--- src/rtl/id_ex_stage_register_if.sv ---
// Bus between the ID stage and the ID/EX register: decoded fields in, registered copies out.
interface id_ex_stage_register_if #(parameter int NBits = 32);
   logic             in_Valid, in_UsesRt, in_ShamtSelector, in_ALUSrc;
   logic [2:0]       in_ALUOp;
   logic [5:0]       in_ALUFunction;
   logic             in_MemRead, in_MemWrite, in_RegWrite, in_MemtoReg, in_Branch, in_Jump;
   logic [NBits-1:0] in_ReadData1, in_ReadData2, in_Immediate, in_PC_4;
   logic [4:0]       in_Shamt, in_Rs, in_Rt, in_Rd;
   logic [25:0]      in_JumpNoShifted;

   logic             out_Valid, out_ShamtSelector, out_ALUSrc;
   logic [2:0]       out_ALUOp;
   logic [5:0]       out_ALUFunction;
   logic             out_MemRead, out_MemWrite, out_RegWrite, out_MemtoReg, out_Branch, out_Jump;
   logic [NBits-1:0] out_ReadData1, out_ReadData2, out_Immediate, out_PC_4;
   logic [4:0]       out_Shamt, out_Rs, out_Rt, out_Rd;
   logic [25:0]      out_JumpNoShifted;

   modport master (
      output in_Valid, in_UsesRt, in_ShamtSelector, in_ALUSrc, in_ALUOp, in_ALUFunction,
             in_MemRead, in_MemWrite, in_RegWrite, in_MemtoReg, in_Branch, in_Jump,
             in_ReadData1, in_ReadData2, in_Immediate, in_PC_4, in_Shamt, in_Rs, in_Rt,
             in_Rd, in_JumpNoShifted,
      input  out_Valid, out_ShamtSelector, out_ALUSrc, out_ALUOp, out_ALUFunction,
             out_MemRead, out_MemWrite, out_RegWrite, out_MemtoReg, out_Branch, out_Jump,
             out_ReadData1, out_ReadData2, out_Immediate, out_PC_4, out_Shamt, out_Rs,
             out_Rt, out_Rd, out_JumpNoShifted
   );

   modport slave (
      input  in_Valid, in_UsesRt, in_ShamtSelector, in_ALUSrc, in_ALUOp, in_ALUFunction,
             in_MemRead, in_MemWrite, in_RegWrite, in_MemtoReg, in_Branch, in_Jump,
             in_ReadData1, in_ReadData2, in_Immediate, in_PC_4, in_Shamt, in_Rs, in_Rt,
             in_Rd, in_JumpNoShifted,
      output out_Valid, out_ShamtSelector, out_ALUSrc, out_ALUOp, out_ALUFunction,
             out_MemRead, out_MemWrite, out_RegWrite, out_MemtoReg, out_Branch, out_Jump,
             out_ReadData1, out_ReadData2, out_Immediate, out_PC_4, out_Shamt, out_Rs,
             out_Rt, out_Rd, out_JumpNoShifted
   );
endinterface

--- src/rtl/id_ex_stage_register.sv ---
// ID/EX pipeline register with load-use hazard detection, flush/stall handling and
// a saturating bubble counter.
module id_ex_stage_register #(
   parameter int NBits   = 32,
   parameter int CntBits = 16
) (
   input  logic               clk,
   input  logic               reset,
   input  logic               Flush,
   input  logic               StallIn,
   output logic               PCWrite,
   output logic               IFIDWrite,
   output logic [CntBits-1:0] BubbleCount,
   id_ex_stage_register_if.slave bus
);
   typedef struct packed {
      logic             valid, shamt_sel, alu_src;
      logic [2:0]       alu_op;
      logic [5:0]       alu_func;
      logic             mem_read, mem_write, reg_write, mem_to_reg, branch, jump;
      logic [NBits-1:0] rd1, rd2, imm, pc_4;
      logic [4:0]       shamt, rs, rt, rd;
      logic [25:0]      jtarget;
   } id_ex_t;

   id_ex_t q, load_v;
   logic   hazard;

   // Only the load sitting in EX can hazard; a load to $0 never produces data.
   assign hazard = bus.in_Valid & q.valid & q.mem_read & (q.rt != 5'd0) &
                   ((q.rt == bus.in_Rs) | (bus.in_UsesRt & (q.rt == bus.in_Rt)));

   // Fetch redirection on Flush beats the hazard stall; a downstream stall beats both.
   assign PCWrite   = ~StallIn & (Flush | ~hazard);
   assign IFIDWrite = ~StallIn & (Flush | ~hazard);

   always_comb begin
      load_v            = '0;
      load_v.valid      = bus.in_Valid;
      load_v.shamt_sel  = bus.in_ShamtSelector;
      load_v.alu_src    = bus.in_ALUSrc;
      load_v.alu_op     = bus.in_ALUOp;
      load_v.alu_func   = bus.in_ALUFunction;
      load_v.mem_to_reg = bus.in_MemtoReg;
      load_v.rd1        = bus.in_ReadData1;
      load_v.rd2        = bus.in_ReadData2;
      load_v.imm        = bus.in_Immediate;
      load_v.pc_4       = bus.in_PC_4;
      load_v.shamt      = bus.in_Shamt;
      load_v.rs         = bus.in_Rs;
      load_v.rt         = bus.in_Rt;
      load_v.rd         = bus.in_Rd;
      load_v.jtarget    = bus.in_JumpNoShifted;
      // Side-effecting controls only pass through for a real instruction.
      if (bus.in_Valid) begin
         load_v.mem_read  = bus.in_MemRead;
         load_v.mem_write = bus.in_MemWrite;
         load_v.reg_write = bus.in_RegWrite;
         load_v.branch    = bus.in_Branch;
         load_v.jump      = bus.in_Jump;
      end
   end

   always_ff @(posedge clk or negedge reset) begin
      if (!reset)        q <= '0;
      else if (Flush)    q <= '0;
      else if (!StallIn) q <= hazard ? '0 : load_v;
   end

   always_ff @(posedge clk or negedge reset) begin
      if (!reset)
         BubbleCount <= '0;
      else if (!Flush && !StallIn && hazard && !(&BubbleCount))
         BubbleCount <= BubbleCount + CntBits'(1);
   end

   assign bus.out_Valid         = q.valid;
   assign bus.out_ShamtSelector = q.shamt_sel;
   assign bus.out_ALUSrc        = q.alu_src;
   assign bus.out_ALUOp         = q.alu_op;
   assign bus.out_ALUFunction   = q.alu_func;
   assign bus.out_MemRead       = q.mem_read;
   assign bus.out_MemWrite      = q.mem_write;
   assign bus.out_RegWrite      = q.reg_write;
   assign bus.out_MemtoReg      = q.mem_to_reg;
   assign bus.out_Branch        = q.branch;
   assign bus.out_Jump          = q.jump;
   assign bus.out_ReadData1     = q.rd1;
   assign bus.out_ReadData2     = q.rd2;
   assign bus.out_Immediate     = q.imm;
   assign bus.out_PC_4          = q.pc_4;
   assign bus.out_Shamt         = q.shamt;
   assign bus.out_Rs            = q.rs;
   assign bus.out_Rt            = q.rt;
   assign bus.out_Rd            = q.rd;
   assign bus.out_JumpNoShifted = q.jtarget;
endmodule

--- src/flat_wrapper.sv ---
// flat-port wrapper written by rule: the top's interface ports become plain ports
module id_ex_stage_register_flat 
#(
   parameter int NBits   = 32,
   parameter int CntBits = 16
)
  (clk, reset, Flush, StallIn, PCWrite, IFIDWrite, BubbleCount, bus_in_Valid, bus_in_UsesRt, bus_in_ShamtSelector, bus_in_ALUSrc, bus_in_ALUOp, bus_in_ALUFunction, bus_in_MemRead, bus_in_MemWrite, bus_in_RegWrite, bus_in_MemtoReg, bus_in_Branch, bus_in_Jump, bus_in_ReadData1, bus_in_ReadData2, bus_in_Immediate, bus_in_PC_4, bus_in_Shamt, bus_in_Rs, bus_in_Rt, bus_in_Rd, bus_in_JumpNoShifted, bus_out_Valid, bus_out_ShamtSelector, bus_out_ALUSrc, bus_out_ALUOp, bus_out_ALUFunction, bus_out_MemRead, bus_out_MemWrite, bus_out_RegWrite, bus_out_MemtoReg, bus_out_Branch, bus_out_Jump, bus_out_ReadData1, bus_out_ReadData2, bus_out_Immediate, bus_out_PC_4, bus_out_Shamt, bus_out_Rs, bus_out_Rt, bus_out_Rd, bus_out_JumpNoShifted);
  id_ex_stage_register_if #(.NBits(NBits)) bus_i ();
  input  logic clk;
  input  logic reset;
  input  logic Flush;
  input  logic StallIn;
  output logic PCWrite;
  output logic IFIDWrite;
  output logic [CntBits-1:0] BubbleCount;
  input wire logic [$bits(bus_i.in_Valid)-1:0] bus_in_Valid;
  input wire logic [$bits(bus_i.in_UsesRt)-1:0] bus_in_UsesRt;
  input wire logic [$bits(bus_i.in_ShamtSelector)-1:0] bus_in_ShamtSelector;
  input wire logic [$bits(bus_i.in_ALUSrc)-1:0] bus_in_ALUSrc;
  input wire logic [$bits(bus_i.in_ALUOp)-1:0] bus_in_ALUOp;
  input wire logic [$bits(bus_i.in_ALUFunction)-1:0] bus_in_ALUFunction;
  input wire logic [$bits(bus_i.in_MemRead)-1:0] bus_in_MemRead;
  input wire logic [$bits(bus_i.in_MemWrite)-1:0] bus_in_MemWrite;
  input wire logic [$bits(bus_i.in_RegWrite)-1:0] bus_in_RegWrite;
  input wire logic [$bits(bus_i.in_MemtoReg)-1:0] bus_in_MemtoReg;
  input wire logic [$bits(bus_i.in_Branch)-1:0] bus_in_Branch;
  input wire logic [$bits(bus_i.in_Jump)-1:0] bus_in_Jump;
  input wire logic [$bits(bus_i.in_ReadData1)-1:0] bus_in_ReadData1;
  input wire logic [$bits(bus_i.in_ReadData2)-1:0] bus_in_ReadData2;
  input wire logic [$bits(bus_i.in_Immediate)-1:0] bus_in_Immediate;
  input wire logic [$bits(bus_i.in_PC_4)-1:0] bus_in_PC_4;
  input wire logic [$bits(bus_i.in_Shamt)-1:0] bus_in_Shamt;
  input wire logic [$bits(bus_i.in_Rs)-1:0] bus_in_Rs;
  input wire logic [$bits(bus_i.in_Rt)-1:0] bus_in_Rt;
  input wire logic [$bits(bus_i.in_Rd)-1:0] bus_in_Rd;
  input wire logic [$bits(bus_i.in_JumpNoShifted)-1:0] bus_in_JumpNoShifted;
  output wire logic [$bits(bus_i.out_Valid)-1:0] bus_out_Valid;
  output wire logic [$bits(bus_i.out_ShamtSelector)-1:0] bus_out_ShamtSelector;
  output wire logic [$bits(bus_i.out_ALUSrc)-1:0] bus_out_ALUSrc;
  output wire logic [$bits(bus_i.out_ALUOp)-1:0] bus_out_ALUOp;
  output wire logic [$bits(bus_i.out_ALUFunction)-1:0] bus_out_ALUFunction;
  output wire logic [$bits(bus_i.out_MemRead)-1:0] bus_out_MemRead;
  output wire logic [$bits(bus_i.out_MemWrite)-1:0] bus_out_MemWrite;
  output wire logic [$bits(bus_i.out_RegWrite)-1:0] bus_out_RegWrite;
  output wire logic [$bits(bus_i.out_MemtoReg)-1:0] bus_out_MemtoReg;
  output wire logic [$bits(bus_i.out_Branch)-1:0] bus_out_Branch;
  output wire logic [$bits(bus_i.out_Jump)-1:0] bus_out_Jump;
  output wire logic [$bits(bus_i.out_ReadData1)-1:0] bus_out_ReadData1;
  output wire logic [$bits(bus_i.out_ReadData2)-1:0] bus_out_ReadData2;
  output wire logic [$bits(bus_i.out_Immediate)-1:0] bus_out_Immediate;
  output wire logic [$bits(bus_i.out_PC_4)-1:0] bus_out_PC_4;
  output wire logic [$bits(bus_i.out_Shamt)-1:0] bus_out_Shamt;
  output wire logic [$bits(bus_i.out_Rs)-1:0] bus_out_Rs;
  output wire logic [$bits(bus_i.out_Rt)-1:0] bus_out_Rt;
  output wire logic [$bits(bus_i.out_Rd)-1:0] bus_out_Rd;
  output wire logic [$bits(bus_i.out_JumpNoShifted)-1:0] bus_out_JumpNoShifted;
  assign bus_i.in_Valid = bus_in_Valid;
  assign bus_i.in_UsesRt = bus_in_UsesRt;
  assign bus_i.in_ShamtSelector = bus_in_ShamtSelector;
  assign bus_i.in_ALUSrc = bus_in_ALUSrc;
  assign bus_i.in_ALUOp = bus_in_ALUOp;
  assign bus_i.in_ALUFunction = bus_in_ALUFunction;
  assign bus_i.in_MemRead = bus_in_MemRead;
  assign bus_i.in_MemWrite = bus_in_MemWrite;
  assign bus_i.in_RegWrite = bus_in_RegWrite;
  assign bus_i.in_MemtoReg = bus_in_MemtoReg;
  assign bus_i.in_Branch = bus_in_Branch;
  assign bus_i.in_Jump = bus_in_Jump;
  assign bus_i.in_ReadData1 = bus_in_ReadData1;
  assign bus_i.in_ReadData2 = bus_in_ReadData2;
  assign bus_i.in_Immediate = bus_in_Immediate;
  assign bus_i.in_PC_4 = bus_in_PC_4;
  assign bus_i.in_Shamt = bus_in_Shamt;
  assign bus_i.in_Rs = bus_in_Rs;
  assign bus_i.in_Rt = bus_in_Rt;
  assign bus_i.in_Rd = bus_in_Rd;
  assign bus_i.in_JumpNoShifted = bus_in_JumpNoShifted;
  assign bus_out_Valid = bus_i.out_Valid;
  assign bus_out_ShamtSelector = bus_i.out_ShamtSelector;
  assign bus_out_ALUSrc = bus_i.out_ALUSrc;
  assign bus_out_ALUOp = bus_i.out_ALUOp;
  assign bus_out_ALUFunction = bus_i.out_ALUFunction;
  assign bus_out_MemRead = bus_i.out_MemRead;
  assign bus_out_MemWrite = bus_i.out_MemWrite;
  assign bus_out_RegWrite = bus_i.out_RegWrite;
  assign bus_out_MemtoReg = bus_i.out_MemtoReg;
  assign bus_out_Branch = bus_i.out_Branch;
  assign bus_out_Jump = bus_i.out_Jump;
  assign bus_out_ReadData1 = bus_i.out_ReadData1;
  assign bus_out_ReadData2 = bus_i.out_ReadData2;
  assign bus_out_Immediate = bus_i.out_Immediate;
  assign bus_out_PC_4 = bus_i.out_PC_4;
  assign bus_out_Shamt = bus_i.out_Shamt;
  assign bus_out_Rs = bus_i.out_Rs;
  assign bus_out_Rt = bus_i.out_Rt;
  assign bus_out_Rd = bus_i.out_Rd;
  assign bus_out_JumpNoShifted = bus_i.out_JumpNoShifted;
  id_ex_stage_register #(.NBits(NBits), .CntBits(CntBits)) u_core (.clk(clk), .reset(reset), .Flush(Flush), .StallIn(StallIn), .PCWrite(PCWrite), .IFIDWrite(IFIDWrite), .BubbleCount(BubbleCount), .bus(bus_i));
endmodule
--- config.mk ---
export PLATFORM = sky130hd
export DESIGN_NAME = id_ex_stage_register_flat
export DESIGN_NICKNAME = d
export VERILOG_FILES = /design/src/rtl/id_ex_stage_register_if.sv /design/src/rtl/id_ex_stage_register.sv /design/src/flat_wrapper.sv
export SDC_FILE = /design/constraint.sdc
export NUM_CORES = 1
export LEC_CHECK = 0
export CAP_MARGIN = 0
export CORE_AREA = 10 10 150 152
export CTS_CLUSTER_SIZE = 14
export DETAILED_ROUTE_END_ITERATION = 10
export DIE_AREA = 0 0 160 162
export PLACE_DENSITY = 0.83
export SLEW_MARGIN = 10
export SYNTH_ARGS = -nofsm -noshare
export SYNTH_HDL_FRONTEND = slang
export SYNTH_SLANG_ARGS = --single-unit
--- constraint.sdc ---
create_clock -name clk -period 4.83 [get_ports clk]
set_clock_uncertainty 0.05 [all_clocks]
set_input_delay 0.7245 -clock clk [delete_from_list [all_inputs] [get_ports clk]]
set_output_delay 0.7245 -clock clk [all_outputs]
set_load 0.1 [all_outputs]
==> key figures, run 1 <==
Placement
  • Hpwl dp: 20,700 um
  • Routability Congestion: 0.860
  • Number of buffers added on ports: 406
  • Placed Area: 12,000 um2

Synthesis
  • Sequential share of the synthesized area: 0.674
  • Most common cell in the netlist: dfrtp_1
  • Synth cell count leaders: 208 x dfrtp_1, 187 x a22o_1, 22 x clkbuf_1, 22 x xnor2_1, 19 x buf_4
  • Top cell type's share of synthesized area: 0.674
  • Main synth FF type: dfrtp_1
  • Asr flop ratio synth: 1.00
  • Area contributors post-synth: dfrtp_1 67%, a22o_1 21%, xnor2_1 2.5%
  • Post-synth EDFFs: 0
  • Count of state elements after synthesis: ~210
  • Syn_nets: 729
  • Ys Warns: 0
  • Gate count of the mapped netlist: approximately 530
  • Mapped Avg Cell Area: about 15 um2
  • Netlist Area Pre-Place: 7720 um2
  • Count of different cell masters after synthesis: 31
  • Cell taking the most area after synthesis: dfrtp_1

Floorplanning
  • Die Y: between 150 and 200 um
  • Die area: 25,900 um2
  • Chip width: 160 um
  • Row cnt: 51
  • Core ar.: 19,400 um2
  • Initial Util: 0.398
  • Io pins: 407

Setup path
  • Startpoint type of the worst setup path: register
  • CP arrival: 2.57 ns
  • Critical path class: reg -> out
  • CP Cell Sequence: or4_1 -> o21ai_2 -> inv_2 -> a31oi_1 -> buf_4
  • CP max stage cell: or4_1
  • CP max stage delay: 0.61 ns
  • Critical path endpoint category: output port
  • CP required: 4.06 ns
  • Max FO, Critical Path: 5

Pwr
  • Pleak: about 5.5 nW
  • Max VDD drop: 293 uV
  • PwrDens: 388 nW/um2

STA
  • Rel. slew slack: 0.248
  • Unrepaired setup endpoints after global routing: no
  • Endpoints failing hold: 0
  • Period minus WS final: between 3 and 4 ns
  • Setup TNS: 0 ns
  • Final setup fails: 0
  • Crit share post-route: 0.693
  • Fin. max-slew vios: 0
  • Max Fclk: ~0.30 GHz
  • Actual slew at the worst max-slew pin: 1.13 ns

Route
  • DR WL/cell: 23.6 um
  • Via count: 6,379
  • Antenna Violating Nets Remaining: 0
  • Max layer used: met4
  • First DRT Iteration DRCs: ~470
  • Met3 routed WL: 2810 um
  • Met1 WL: 10,300 um
  • DRT Wirelength: 28,400 um
  • Vias/cell: around 5.3
  • DRC errors left: 0
  • First-pass iteration count of the detailed router: 5
  • Metal2 WL: 14,200 um

Clocking
  • Post-CTS setup repair buffer count: 0
  • Max Root-Sink Buffers: 3
  • H-tree levels: 1
  • CTS resizes: 0
  • CTS root buffer: clkbuf_16
  • Hold Buf Count CTS: 0
  • Inserted Clock Buffers: 23
  • Worst-Skew Late Latency: 0.49 ns
  • CTS tree: yes
  • Clock Sinks: 208
  • Clock Pin Slew Worst Setup and Hold Paths: 0.06 ns

Worst hold path
  • Worst Hold Class: in -> async

Final layout
  • Design area: 12,700 um2
  • Area of the multi-input gates: 2290 um2
  • Ratio of cells with drive above 1 in the final layout: 0.0574
  • Final #Nets: approximately 1,100
  • Filler cells: 1,454
  • Storage cell area: 5200 um2
  • Area Overhead vs Synth: 64.9%

Global routing
  • Largest net degree at the start of global routing: 121
  • Number of global-route vias before repair: 6,980
  • GR Util All Layers: 0.209
  • Number of antenna violations at the first check in global routing: 1
  • GRT overflow: 0
  • First-pass GRT wire length: between 40,000 and 50,000 um

Run
  • Max_cap viols: 0

Outcome
  • Outcome: completed
## cells by family after synthesis
group,after synthesis,synth area share
adder cells (fa/ha/maj),1,0.00162
AO/OA/AOI/OAI,199,0.226
flip-flops,208,0.674
XOR/XNOR,22,0.0249
AND/OR/NAND/NOR,52,0.0374
buffers and inverters,46,0.0321
multiplexers,3,0.00437
## worst max-delay path: cells and delay by family, from the launching register on
kind	cells	cell delay (ns)
compound gates	2	0.58
buf+inv	2	0.44
simple gates	1	0.61
flops	1	0.44
## metrics by stage
step,total power (W),setup WS [ns],cells,util,hold slack [ns]
6_report,0.00495,1.48,1206,0.657,0.308
5_1_grt,0.00510,1.40,1206,0.657,0.380
4_1_cts,0.00499,1.49,1205,0.657,0.348
3_5_place_dp,0.00317,1.60,1164,0.616,0.430
3_3_place_gp,0.00316,1.60,1164,0.616,0.429
2_1_floorplan,0.00272,0.110,531,-,0.379
## path summary, 6_finish.rpt
check / start / to / slack, ns / depth (start not counted)
max: u_core.bus.out_Rt[0] / IFIDWrite / 1.48 / 5
min: reset / u_core.bus.out_JumpNoShifted[24] / 0.31 / 1
max reg2reg: u_core.bus.out_Rt[0] / u_core.bus.out_Rs[3] / 1.98 / 6
min reg2reg: u_core.bus.out_Jump / u_core.bus.out_Jump / 0.44 / 1
max in group asynchronous: reset / u_core.bus.out_Immediate[5] / 3.36 / 2
min in group clk: u_core.bus.out_Jump / u_core.bus.out_Jump / 0.44 / 1
## where the power goes
group	internal, W	leakage (nW)	switching, W
Combinational	0.000366	2.37	0.000882
Clock	0.00111	0.388	0.000701
Sequential	0.00183	2.78	0.0000563
Total	0.00331	5.54	0.00164
## cell usage in the layout, fill, tap and decap left out, types with 3 or more instances in the layout
cell and n:
buf_4 7, clkdlybuf4s50_1 403, bufinv_16 3, and4_1 3
nor2_1 6, mux2_1 3, nand2_1 8, nand3_1 10
clkbuf_8 6, clkinv_2 6, nand4_1 6, a22o_1 187
dfrtp_1 208, clkbuf_16 23, and3_1 6, a32o_1 5
xnor2_1 22, nand2b_1 3
## flip-flops by register name (all words and copies together), names as in the netlist, 3 cells and up
name	count
u_core.bus.out_JumpNoShifted	26
u_core.bus.out_Rt	5
u_core.bus.out_Shamt	5
u_core.bus.out_PC_4	32
u_core.bus.out_ALUOp	3
u_core.bus.out_Immediate	32
u_core.bus.out_Rs	5
u_core.bus.out_ReadData2	32
u_core.bus.out_Rd	5
u_core.bus.out_ALUFunction	6
u_core.BubbleCount	16
u_core.bus.out_ReadData1	32
## layout make-up
class / count / share of cell area
Timing Repair Buffer: 412 / 0.323
Antenna cell: 1 / 0.000196
Clock inverter: 11 / 0.0106
Inverter: 2 / 0.000589
Tap cell: 265 / 0.0260
Sequential cell: 208 / 0.409
Clock buffer: 30 / 0.0512
Multi-Input combinational cell: 277 / 0.180
## routing by layer
layer	global-route usage	vias to the layer above
li1	-	2824
met1	0.224	3157
met2	0.358	334
met3	0.0847	64
met4	0.0889	0
met5	0	-
Power figures use the tool's default switching activity.
==> run 2, diff against run 1 <==
--- a/config.mk
+++ b/config.mk
@@ -6,11 +6,12 @@
 export NUM_CORES = 1
 export LEC_CHECK = 0
 export CAP_MARGIN = 0
-export CORE_AREA = 10 10 150 152
+export CORE_ASPECT_RATIO = 1.1
+export CORE_MARGIN = 10
+export CORE_UTILIZATION = 39
 export CTS_CLUSTER_SIZE = 14
 export DETAILED_ROUTE_END_ITERATION = 10
-export DIE_AREA = 0 0 160 162
-export PLACE_DENSITY = 0.83
+export PLACE_DENSITY = 0.82
 export SLEW_MARGIN = 10
 export SYNTH_ARGS = -nofsm -noshare
 export SYNTH_HDL_FRONTEND = slang
==> constraint.sdc (replaced) <==
create_clock -name clk -period 3.2 [get_ports clk]
set_clock_uncertainty 0.05 [all_clocks]
set_input_delay 0.48 -clock clk [delete_from_list [all_inputs] [get_ports clk]]
set_output_delay 0.48 -clock clk [all_outputs]
set_load 0.1 [all_outputs]
==> run 2 against run 1 <==
Cell count is 1.4% lower. Sequential power is 51% higher. Via count is 2.4% lower. Non-clock buffer count is 3 higher. Global-route usage is 0.62 points lower. Utilization is 2.0 points lower. Combinational power is 47% higher. Largest power group unchanged.
==> key figures, run 2 (same netlist as run 1, synthesis figures left out) <==
Outcome
  • Outcome: completed

Pwr
  • Int Power: 0.00491 W (+48%)
  • Logic pwr share: 0.251 (about the same)
  • Seq pwr share: 0.389 (+0.007)
  • Pleak: 5.92 nW (+6.8%)
  • Sw Pwr: 0.00243 W (+48%)
  • PwrDens: 597 nW/um2 (+54%)
  • Switching share of power: 0.331 (about the same)
  • Clock share of power: 0.360 (-0.006)
  • Design Power: 0.00734 W (+48%)
  • Max VDD drop: 520 uV (+78%)

Setup path
  • Critical path class: reg -> out
  • Worst path buffer plus inverter count: 2 (unchanged)
  • CP arrival: 2.33 ns (-0.24 ns)
  • Max FO, Critical Path: 5 (unchanged)
  • Critical path endpoint category: output port
  • FF-to-FF setup slack: 0.69 ns (-1.29 ns)
  • CP max stage delay: 0.57 ns (-0.04 ns)
  • Reg2reg end: u_core.bus.out_ALUSrc
  • CP required: 2.67 ns (-1.39 ns)
  • CP max stage cell: or4_1
  • Startpoint type of the worst setup path: register
  • Top delay family on crit path: simple AND/OR/NAND/NOR gates
  • Worst r2r src: u_core.bus.out_Rt[0]
  • R2R depth: 6 (unchanged)
  • CP Cell Sequence: or4_1 -> o21ai_2 -> inv_2 -> a31oi_4 -> buf_12

Global routing
  • Largest net degree at the start of global routing: 116 (-4.1%)
  • First-pass GRT wire length: 41,800 um (-2.9%)
  • Number of antenna violations at the first check in global routing: 0 (-1)
  • Number of global-route vias before repair: 6,869 (-1.6%)
  • GRT overflow: 0 (unchanged)
  • GR Util All Layers: 0.203 (-0.00617)

STA
  • Fin. max-slew vios: 0 (unchanged)
  • Final setup fails: 0 (unchanged)
  • Rel. slew slack: 0.631 (+0.384)
  • Crit share post-route: 0.895
  • Setup TNS: 0 ns (unchanged)
  • Actual slew at the worst max-slew pin: 0.553 ns (-0.575 ns)
  • Period minus WS final: 2.86 ns
  • Endpoints failing hold: 0 (unchanged)
  • Max Fclk: between 0.3 and 0.4 GHz
  • Unrepaired setup endpoints after global routing: no

Floorplanning
  • Initial Util: 0.400 (+0.00209)
  • Die area: 25,800 um2 (-0.29%)
  • Chip width: 154 um (-3.6%)
  • Die Y: 168 um (+3.5%)
  • Io pins: 407 (unchanged)
  • Row cnt: 53 (+3.9%)
  • Core ar.: 19,300 um2 (-0.52%)

Route
  • DRT Wirelength: 27,500 um (-3.3%)
  • First-pass iteration count of the detailed router: 5 (unchanged)
  • First DRT Iteration DRCs: 247 (-47%)
  • DRC errors left: 0 (unchanged)
  • Vias/cell: 5.24 (-0.97%)
  • Antenna Violating Nets Remaining: 0 (unchanged)
  • Via count: 6,228 (-2.4%)
  • DR WL/cell: 23.1 um (-1.9%)

Clocking
  • Worst-Skew Late Latency: 0.49 ns (about the same)
  • Clock Sinks: 208 (unchanged)
  • CTS root buffer: clkbuf_16
  • CTS resizes: 0 (unchanged)
  • Post-CTS setup repair buffer count: 0 (unchanged)
  • H-tree levels: 1 (unchanged)
  • Inserted Clock Buffers: 22 (-4.3%)
  • Max Root-Sink Buffers: 3 (unchanged)
  • Clock Pin Slew Worst Setup and Hold Paths: 0.06 ns (about the same)
  • CTS tree: yes
  • Hold Buf Count CTS: 1 (+1)

Final layout
  • Commonest non-fill, non-tap cell in the layout: buf_4
  • Storage cell area: 5210 um2 (+0.12%)
  • Most frequent cells in the layout: 210 x buf_4, 203 x dfrtp_1, 195 x clkdlybuf4s50_1, 187 x a22o_1, 23 x clkbuf_16
  • Final #Nets: 1,124 (+0.18%)
  • Filler cells: 1,460 (+0.41%)
  • Ratio of cells with drive above 1 in the final layout: 0.281 (+0.223)
  • Area Overhead vs Synth: 59.2%
  • Design area: 12,300 um2 (-3.5%)
  • Area of the multi-input gates: 2300 um2 (+0.66%)

Worst hold path
  • Worst hold path depth: 1
  • Hold EP: u_core.BubbleCount[9]
  • Worst Hold Class: reg -> reg
  • Worst hold start: u_core.BubbleCount[9]

Placement
  • Placed Area: 11,500 um2 (-3.5%)
  • Routability Congestion: 0.834 (-3.0%)
  • Number of buffers added on ports: 406 (unchanged)
  • Hpwl dp: 20,300 um (-2.0%)

Run
  • Max_cap viols: 0 (unchanged)
## run 2: area by class of cell
cell class | instances | area share
flip-flops and latches | 208 | 0.424
repair buffers | 415 | 0.302
multi-input cells | 277 | 0.187
clock buffers | 32 | 0.0520
well taps | 247 | 0.0251
clock inverters | 7 | 0.00926
inverters | 2 | 0.000610
diodes | 1 | 0.000203
## run 2: worst reg2reg max path: stages (launching register included)
cell and delay (ns):
dfrtp_2 0.45, or4_1 0.57, o21ai_2 0.27, inv_2 0.11
a21oi_4 0.24, buf_12 0.40, a22o_1 0.35
## run 2: power groups by stage
stage | sequential, W | clock, W | combinational, W
6_report | 0.00285 | 0.00264 | 0.00184
5_1_grt | 0.00287 | 0.00281 | 0.00191
4_1_cts | 0.00285 | 0.00271 | 0.00186
3_5_place_dp | 0.00289 | 0 | 0.00186
3_3_place_gp | 0.00289 | 0 | 0.00184
2_1_floorplan | 0.00388 | 0 | 0.000233
## run 2: metrics by stage
step                      hold slack [ns]  utilization  worst slack, ns  instances
after floorplan                     0.134            -            0.139        531
after global placement              0.414        0.598            0.578       1148
after detailed placement            0.421        0.598            0.539       1148
after CTS                           0.443        0.637            0.299       1188
after global routing                0.464        0.637            0.211       1188
final                               0.443        0.637            0.336       1189
## run 2: per-layer routing
metal  GRT usage  routed length [um]  vias to the layer above
li1            -                   -                     2824
met1       0.220               10000                     3047
met2       0.353               13900                      317
met3      0.0835                2920                       40
met4      0.0600                 657                        0
met5           0                   0                        -
## run 2: worst max-delay path by stage
stage / start / end / cells after the start
floorplan: u_core.bus.out_Rt[0] / PCWrite / 5
global placement: bus_in_Rt[3] / PCWrite / 6
detailed placement: bus_in_Valid / u_core.bus.out_ReadData2[0] / 7
CTS: u_core.bus.out_Rt[0] / PCWrite / 5
global route: u_core.bus.out_Rt[0] / PCWrite / 5
finish: u_core.bus.out_Rt[0] / PCWrite / 5
